**config.mk**
```make
export PLATFORM = sky130hd
export DESIGN_NAME = apb_slave_regs
export DESIGN_NICKNAME = d
export VERILOG_FILES = /design/src/rtl/apb_slave_regs.sv
export SDC_FILE = /design/constraint.sdc
export NUM_CORES = 1
export LEC_CHECK = 0
export ABC_AREA = 0
export BUFFER_PORTS_ARGS = -buffer_cell sky130_fd_sc_hd__clkbuf_2
export CAP_MARGIN = 20
export CORE_MARGIN = 5
export CORE_UTILIZATION = 45
export CTS_BUF_LIST = sky130_fd_sc_hd__clkbuf_4
export CTS_CLUSTER_DIAMETER = 60
export CTS_CLUSTER_SIZE = 8
export DETAILED_ROUTE_END_ITERATION = 10
export SYNTH_ARGS = -nofsm -noshare
export SYNTH_HDL_FRONTEND = slang
export SYNTH_SLANG_ARGS = --single-unit
```
**constraint.sdc**
```tcl
create_clock -name PCLK -period 7.95 [get_ports PCLK]
set_clock_uncertainty 0.15 [all_clocks]
set_input_delay 0.3975 -clock PCLK [delete_from_list [all_inputs] [get_ports PCLK]]
set_output_delay 0.3975 -clock PCLK [all_outputs]
set_load 0.1 [all_outputs]
```
**src/rtl/apb_slave_regs.sv**
```systemverilog
`default_nettype none
// ============================================================================
// Module   : apb_slave_regs
// Brief    : APB completer serving a bank of 32-bit read/write registers.
//            Optional macro APB_SLV_WAIT_EN inserts WAIT_STATES access cycles.
// Revision : 1.0 - initial release
// ============================================================================
module apb_slave_regs #(
  parameter int          NUM_REGS    = 16,
  parameter logic [31:0] RESET_VAL   = 32'h0000_0000,
  parameter int          WAIT_STATES = 2
) (
  input  logic        PCLK,
  input  logic        PRESET,
  input  logic        PSEL,
  input  logic        PENABLE,
  input  logic [7:0]  PADDR,
  input  logic        PWRITE,
  input  logic [31:0] PWDATA,
  output logic        PREADY,
  output logic [31:0] PRDATA,
  output logic        PSLVERR
);

  localparam int         c_IDX_W = (NUM_REGS > 1) ? $clog2(NUM_REGS) : 1;
  localparam int         c_DEPTH = 1 << c_IDX_W;
  localparam logic [6:0] c_NUM   = 7'(NUM_REGS);

  generate
    if (NUM_REGS < 1 || NUM_REGS > 64) begin : g_bad_num_regs
      $error("apb_slave_regs: NUM_REGS must be in 1..64");
    end
    if (WAIT_STATES < 0 || WAIT_STATES > 15) begin : g_bad_wait_states
      $error("apb_slave_regs: WAIT_STATES must be in 0..15");
    end
  endgenerate

  typedef enum logic [1:0] {
    S_IDLE   = 2'd0,
    S_ACCESS = 2'd1,
    S_DONE   = 2'd2
  } state_t;

  state_t              r_state;
  state_t              w_state_nxt;
  logic [31:0]         r_regs [c_DEPTH];
  logic [7:0]          r_addr;
  logic                r_write;
  logic [31:0]         r_wdata;
  logic                r_pready;
  logic                r_pslverr;
  logic [31:0]         r_prdata;
  logic                w_setup;
  logic                w_rsp_fire;
  logic [7:0]          w_rsp_addr;
  logic                w_rsp_write;
  logic                w_rsp_err;
  logic [c_IDX_W-1:0]  w_rsp_idx;
  logic [c_IDX_W-1:0]  w_wr_idx;
  logic                w_commit;

  assign w_setup = PSEL & ~PENABLE;

  // With zero wait states the response is formed in the setup cycle itself,
  // so the live bus fields are used there and the latched copies afterwards.
  assign w_rsp_addr  = (r_state == S_IDLE) ? PADDR  : r_addr;
  assign w_rsp_write = (r_state == S_IDLE) ? PWRITE : r_write;
  assign w_rsp_err   = (w_rsp_addr[1:0] != 2'b00) || ({1'b0, w_rsp_addr[7:2]} >= c_NUM);
  assign w_rsp_idx   = w_rsp_addr[c_IDX_W+1:2];
  assign w_wr_idx    = r_addr[c_IDX_W+1:2];
  assign w_commit    = (r_state == S_DONE) && PSEL && PENABLE && r_pready
                       && r_write && !r_pslverr;

`ifdef APB_SLV_WAIT_EN
  localparam logic [3:0] c_WAITS = 4'(WAIT_STATES);
  logic [3:0] r_wait_cnt;
  logic [3:0] w_wait_nxt;

  always_ff @(posedge PCLK) begin
    if (PRESET) begin
      r_wait_cnt <= 4'd0;
    end else begin
      r_wait_cnt <= w_wait_nxt;
    end
  end
`endif

  always_comb begin
    w_state_nxt = r_state;
    w_rsp_fire  = 1'b0;
`ifdef APB_SLV_WAIT_EN
    w_wait_nxt  = r_wait_cnt;
`endif
    case (r_state)
      S_IDLE: begin
        if (w_setup) begin
`ifdef APB_SLV_WAIT_EN
          w_wait_nxt = c_WAITS;
          if (c_WAITS == 4'd0) begin
            w_rsp_fire  = 1'b1;
            w_state_nxt = S_DONE;
          end else begin
            w_state_nxt = S_ACCESS;
          end
`else
          w_rsp_fire  = 1'b1;
          w_state_nxt = S_DONE;
`endif
        end
      end
      S_ACCESS: begin
`ifdef APB_SLV_WAIT_EN
        // Response is registered on the edge that consumes the last wait cycle.
        if (!PSEL) begin
          w_state_nxt = S_IDLE;
        end else if (r_wait_cnt <= 4'd1) begin
          w_wait_nxt  = 4'd0;
          w_rsp_fire  = 1'b1;
          w_state_nxt = S_DONE;
        end else begin
          w_wait_nxt = r_wait_cnt - 4'd1;
        end
`else
        w_state_nxt = S_IDLE;
`endif
      end
      S_DONE:  w_state_nxt = S_IDLE;
      default: w_state_nxt = S_IDLE;
    endcase
  end

  always_ff @(posedge PCLK) begin
    if (PRESET) begin
      r_state   <= S_IDLE;
      r_pready  <= 1'b0;
      r_pslverr <= 1'b0;
      r_prdata  <= 32'h0;
      r_addr    <= 8'h0;
      r_write   <= 1'b0;
      r_wdata   <= 32'h0;
      for (int i = 0; i < c_DEPTH; i++) begin
        r_regs[i] <= RESET_VAL;
      end
    end else begin
      r_state   <= w_state_nxt;
      r_pready  <= w_rsp_fire;
      r_pslverr <= w_rsp_fire & w_rsp_err;
      r_prdata  <= (w_rsp_fire && !w_rsp_write && !w_rsp_err) ? r_regs[w_rsp_idx] : 32'h0;
      if ((r_state == S_IDLE) && w_setup) begin
        r_addr  <= PADDR;
        r_write <= PWRITE;
        r_wdata <= PWDATA;
      end
      if (w_commit) begin
        r_regs[w_wr_idx] <= r_wdata;
      end
    end
  end

  assign PREADY  = r_pready;
  assign PRDATA  = r_prdata;
  assign PSLVERR = r_pslverr;

endmodule
`default_nettype wire

```
==> key figures, run 1 <==
Floorplan
  • Die Y: 247 um
  • IO Count: 79
  • Total Die Area: 61,200 um^2
  • Cell Rows: 87
  • Starting Density: 45.2%
  • Die width: 247 um
  • Core area: 56,100 um^2

Clocking
  • TritonCTS clock tree: yes
  • Reg clk slew, reported paths: 0.10 ns
  • Clock sink total: 588
  • CTS root buf: clkbuf_4
  • H-tree Lvls: 3
  • Resized Gates After CTS: 0
  • Clk_lat worst skew: 0.83 ns
  • Clock buffers created by TritonCTS: 83
  • Clock Path Buffers: 3

Route
  • Routed Antenna Nets: 0
  • DRT Pass-1 Iters: 5
  • Initial DRC Count: 1,327
  • Final WL: 66.9 mm
  • Number of vias per cell: 5.37
  • DR vias: 15,800
  • DRC: 0
  • DR WL/cell: 22.8 um

GRT
  • Total Routing Usage GR: 22.3%
  • Largest net degree at the start of global routing: 100
  • Initial antenna violation count: 3
  • Global-route wire length before repair: 102 mm
  • Vias in the first global route: 16,500
  • GR Overflow Total: 0

Synthesis
  • Ys flop type: edfxtp_1
  • Post-synth EDFFs: 512
  • Post-Syn Area: 25,400 um^2
  • Leading area contributor after synthesis: edfxtp_1
  • Post-synth net total: 2,041
  • Seq/Total Area, Yosys: 66.6%
  • Top post-synthesis cells by area: edfxtp_1 (61%), and2_1 (13%), dfxtp_1 (6.0%)
  • Synth Register Bits: 588
  • Yosys cell types: 37
  • Synth warn: 0
  • Post-synth ARST share: 0%
  • Top cell type's share of synthesized area: 60.6%
  • Mapped Cells: 1,996
  • Syn avg cell area: 12.7 um^2

Critical path
  • Crit path kind: register to register
  • Crit. path cell count: 6
  • CP bufs+invs: 1
  • CP endpoint kind: register
  • Family with the most delay on the worst path: simple AND/OR/NAND/NOR gates
  • FF-to-FF path depth: 6
  • Worst R2R End: r_regs[8][27]$_SDFFCE_PN0P_
  • Worst r2r src: r_state[1]$_SDFFE_PP0N_
  • End of the critical path: r_regs[8][27]$_SDFFCE_PN0P_
  • Arrival @ worst endpoint: 4.77 ns
  • Critical Path Source: r_state[1]$_SDFFE_PP0N_
  • Element type at the critical path start: register
  • Reg-to-reg slack, setup: 3.46 ns
  • Slowest cell on crit path: nor2_2
  • Crit-path cells: nand3_1 -> nor4_2 -> or3b_1 -> nor2_2 -> buf_4 -> or2_2
  • Crit-path max FO: 32
  • Crit-path max cell delay: 0.86 ns
  • Crit path required time: 8.23 ns

Timing
  • Slew Viols, Final: 0
  • TNS Setup: 0 ns
  • Tightest Pin Transition: 1.10 ns
  • Fin crit share: 56.4%
  • Hold Vio Cnt, Final: 0
  • Setup-failing EPs final: 0
  • Unrepaired setup endpoints after global routing: false
  • Slew margin rel.: 26.3%
  • Fmax: 223 MHz
  • Worst setup margin: 3.46 ns
  • Fin crit period: 4.49 ns

Cells and area
  • Most frequent cells in the layout: and2_1 (513), edfxtp_1 (512), nand2_1 (340)
  • Commonest non-fill, non-tap cell in the layout: and2_1
  • Final core utilization: 50.7%
  • Layout cells sized above 1: 17.4%
  • Nets: 2,150
  • Final std cell area, no fill: 28,400 um^2
  • Layout Area Growth over Synthesis: 11.9%
  • Fillers: 4,827

Flow run
  • Max Cap Viol: 0

Power and ir drop
  • Pleak: 10.4 nW
  • Sw Ratio: 23.5%
  • Maximum vdd ir drop: 99.7 uV
  • Sequential Power Share: 59.9%
  • PD cells: 206 nW/um^2
  • Comb pwr share: 6.5%
  • Switching Power: 1.37 mW
  • P_int: 4.47 mW
  • Clock share of power: 33.5%

Hold path
  • Hold WC Path Type: input pin to register
  • Min-Delay Path Depth: 4

Placed design
  • # port buffers: 78
  • Pre-CTS setup slack: 3.40 ns
  • Placed Instance Area: 26,500 um^2
  • Post-DP HPWL: 35.1 mm
  • Routability Congestion: 0.782

Run status
  • Status: completed
routing by layer:
layer / track usage, % / part of all wire (%)
met1: 29.5 / 42
met2: 37.8 / 49
met3: 3.17 / 4.9
met4: 8.58 / 3.4
met5: 0 / 0
worst min path at each step:
stage	start	to
6_report	PWDATA[25]	r_wdata[25]$_SDFFE_PP0P_
3_3_place_gp	r_addr[6]$_SDFFE_PP0P_	r_addr[6]$_SDFFE_PP0P_
4_1_cts	PWDATA[18]	r_wdata[18]$_SDFFE_PP0P_
3_5_place_dp	r_addr[7]$_SDFFE_PP0P_	r_addr[7]$_SDFFE_PP0P_
2_1_floorplan	r_addr[6]$_SDFFE_PP0P_	r_addr[6]$_SDFFE_PP0P_
5_1_grt	PWDATA[18]	r_wdata[18]$_SDFFE_PP0P_
per-stage QoR:
step	total power, mW	hold WS (ns)	cells
floorplan	3.78	0.286	1996
global placement	3.92	0.295	2702
detailed placement	3.93	0.303	2704
CTS	5.90	0.0860	2928
global route	6.08	0.140	2931
finish	5.84	0.206	2934
power groups by stage:
stage               Sequential [mW]  Clock, mW  Combinational (mW)
floorplan                      3.54          0               0.239
global placement               3.56          0               0.353
detailed placement             3.57          0               0.359
CTS                            3.50       2.01               0.384
global route                   3.51       2.16               0.415
finish                         3.50       1.96               0.381
worst reg2reg max path: stages (launching register included):
cell	delay [ns]
dfxtp_1	0.74
nand3_1	0.20
nor4_2	0.38
or3b_1	0.52
nor2_2	0.86
buf_4	0.37
or2_2	0.87
cell families (layout without fill, tap and decap cells):
family | count (synthesis) | in the layout | synth area share, %
other | 0 | 4 | 0
buffers and inverters | 163 | 341 | 2.62
DFF | 588 | 588 | 66.6
and+or+nand+nor | 1068 | 1068 | 22.4
muxes | 69 | 69 | 5.89
AOI/OAI and AO/OA | 108 | 108 | 2.50
synth_stat cells, drive strengths merged, types with 3 or more instances:
| cell | number |
|---|---|
| clkbuf | 133 |
| nand3 | 130 |
| buf | 29 |
| nor2 | 18 |
| nor4 | 3 |
| nor3 | 5 |
| nand2 | 340 |
| a21oi | 40 |
| o21ai | 32 |
| edfxtp | 512 |
| dfxtp | 76 |
| mux2 | 3 |
| and2 | 513 |
| a22oi | 33 |
| nand4 | 32 |
| mux4 | 64 |
| or2 | 16 |
sequential cells by signal (all words and copies together) (netlist names):
register,flops
PRDATA,32
r_state,1
r_write,1
PSLVERR,1
r_addr,8
PREADY,1
r_wdata,32
r_regs,512
final cells by class:
type / count / area (um^2) / share of cell area, %
antenna: 4 / 10.0 / 0.0353
clock buffer: 148 / 1110 / 3.91
clock inverter: 6 / 75.1 / 0.264
inverter: 1 / 3.75 / 0.0132
multi-input combinational: 1245 / 7910 / 27.9
sequential: 588 / 16900 / 59.5
tap: 756 / 946 / 3.33
timing repair buffer: 186 / 1440 / 5.08
timing repair:
action	CTS	global route
hold buffers	70	0
endpoints found under the hold margin	43	0
setup buffers	0	0
(Power assumes the default switching activity.)
==> inputs of run 2 (changes only) <==
- clock period: 7.95 -> 4.7 ns (I/O delays scaled with it)
==> key figures, run 2 (synthesized netlist as in run 1, its figures left out) <==
Clocking
  • H-tree Lvls: 3
  • TritonCTS clock tree: yes
  • Clock buffers created by TritonCTS: 83
  • Reg clk slew, reported paths: 0.10 ns
  • Clock sink total: 588
  • Clock Path Buffers: 3
  • Clk_lat worst skew: 0.85 ns
  • Post-CTS Setup Bufs: 0
  • CTS root buf: clkbuf_4

Floorplan
  • Die Y: 247 um
  • IO Count: 79
  • Die width: 247 um
  • Cell Rows: 87
  • Total Die Area: 61,200 um^2
  • Core area: 56,100 um^2
  • Starting Density: 45.2%

GRT
  • Largest net degree at the start of global routing: 61
  • Initial antenna violation count: 2
  • Global-route wire length before repair: 103 mm
  • Vias in the first global route: 16,400
  • Total Routing Usage GR: 22.5%
  • GR Overflow Total: 0

Cells and area
  • Largest register FFs: 512
  • Fin cells: 3,018
  • Nets: 2,241
  • Most flop-heavy register: r_regs
  • Final core utilization: 52.1%
  • Most frequent cells in the layout: and2_1 (513), edfxtp_1 (512), nand2_1 (340)
  • Layout cells sized above 1: 16.6%
  • Commonest non-fill, non-tap cell in the layout: and2_1
  • Layout Area Growth over Synthesis: 15.2%
  • Final std cell area, no fill: 29,200 um^2

Route
  • Routed Antenna Nets: 0
  • DRT Pass-1 Iters: 5
  • Initial DRC Count: 1,360
  • Final WL: 68.2 mm
  • Number of vias per cell: 5.33
  • DR vias: 16,100
  • DR WL/cell: 22.6 um
  • DRC: 0

Critical path
  • Crit-path max FO: 33
  • Slowest cell on crit path: or2_2
  • Crit path required time: 5.00 ns
  • CP endpoint kind: register
  • Crit-path max cell delay: 0.82 ns
  • Crit-path cells: nand3_1 -> nor4_2 -> or3b_1 -> nor2_2 -> buf_4 -> or2_2
  • Worst r2r src: r_state[1]$_SDFFE_PP0N_
  • Worst R2R End: r_regs[4][22]$_SDFFCE_PN0P_
  • FF-to-FF path depth: 6
  • Arrival @ worst endpoint: 4.00 ns
  • Crit path kind: register to register
  • Family with the most delay on the worst path: simple AND/OR/NAND/NOR gates
  • Reg-to-reg slack, setup: 0.99 ns
  • Element type at the critical path start: register
  • CP bufs+invs: 1

Placed design
  • Routability Congestion: 0.787
  • Placed Instance Area: 26,500 um^2
  • # port buffers: 78
  • Pre-CTS setup slack: 0.943 ns
  • DP Cell Count: 2,708
  • Post-DP HPWL: 36.8 mm

Timing
  • Fin crit share: 78.9%
  • Unrepaired setup endpoints after global routing: false
  • Fin crit period: 3.71 ns
  • Slew margin rel.: 23.6%
  • Setup-failing EPs final: 0
  • Worst setup margin: 0.993 ns
  • Hold Vio Cnt, Final: 0
  • Slew Viols, Final: 0
  • Worst hold margin: 0.217 ns
  • TNS Setup: 0 ns
  • Tightest Pin Transition: 1.15 ns
  • Fmax: 270 MHz

Power and ir drop
  • PD cells: 336 nW/um^2
  • P_int: 7.47 mW
  • Comb pwr share: 7.2%
  • Clock share of power: 32.4%
  • Maximum vdd ir drop: 151 uV
  • Total power: 9.81 mW
  • Switching Power: 2.34 mW
  • Pleak: 10.8 nW
  • Sw Ratio: 23.9%
  • Sequential Power Share: 60.3%

Hold path
  • Hold WC Path Type: input pin to register
  • Hold Crit Start: PSEL
  • Worst Hold End: PREADY$_SDFF_PP0_
  • Min-Delay Path Depth: 4

Run status
  • Status: completed

Flow run
  • Max Cap Viol: 0
[run 2: worst max path at each step]
stage | end | from | cells past startpoint
3_3_place_gp | r_regs[4][6]$_SDFFCE_PN0P_ | r_state[1]$_SDFFE_PP0N_ | 6
4_1_cts | r_regs[4][19]$_SDFFCE_PN0P_ | r_state[1]$_SDFFE_PP0N_ | 6
6_report | r_regs[4][22]$_SDFFCE_PN0P_ | r_state[1]$_SDFFE_PP0N_ | 6
3_5_place_dp | r_regs[4][17]$_SDFFCE_PN0P_ | r_state[1]$_SDFFE_PP0N_ | 6
5_1_grt | r_regs[4][21]$_SDFFCE_PN0P_ | r_state[1]$_SDFFE_PP0N_ | 6
2_1_floorplan | r_regs[12][0]$_SDFFCE_PN0P_ | PREADY$_SDFF_PP0_ | 5
[run 2: power by group through the flow]
stage	combinational, mW	clock, mW	sequential (mW)
after global routing	0.766	3.49	5.94
after floorplan	0.404	0	5.98
after detailed placement	0.621	0	6.04
after CTS	0.711	3.26	5.92
after global placement	0.613	0	6.03
final	0.711	3.18	5.92
[run 2: final cells by class]
cell class	instances	area (um^2)
Fill cell	4807	26800
Sequential cell	588	16900
Multi-Input combinational cell	1245	7910
Timing Repair Buffer	277	2350
Clock buffer	146	1100
Tap cell	756	946
Clock inverter	3	11.3
Antenna cell	2	5.00
Inverter	1	3.75
[run 2: routing by layer]
| metal | wire, um | track usage, % |
|---|---|---|
| met1 | 29000 | 30.2 |
| met2 | 33400 | 37.6 |
| met3 | 3800 | 3.38 |
| met4 | 2100 | 8.21 |
| met5 | 0 | 0 |
[run 2: repair_timing]
action | in CTS | in global routing
setup endpoints to repair | 0 | 0
endpoints found under the hold margin | 44 | 0
hold buffers | 157 | 0
resized for setup | 0 | 0
[run 2: worst min-delay path: stages]
cell      delay, ns
clkbuf_2       0.10
or3b_2         0.19
buf_4          0.48
nor2_1         0.11
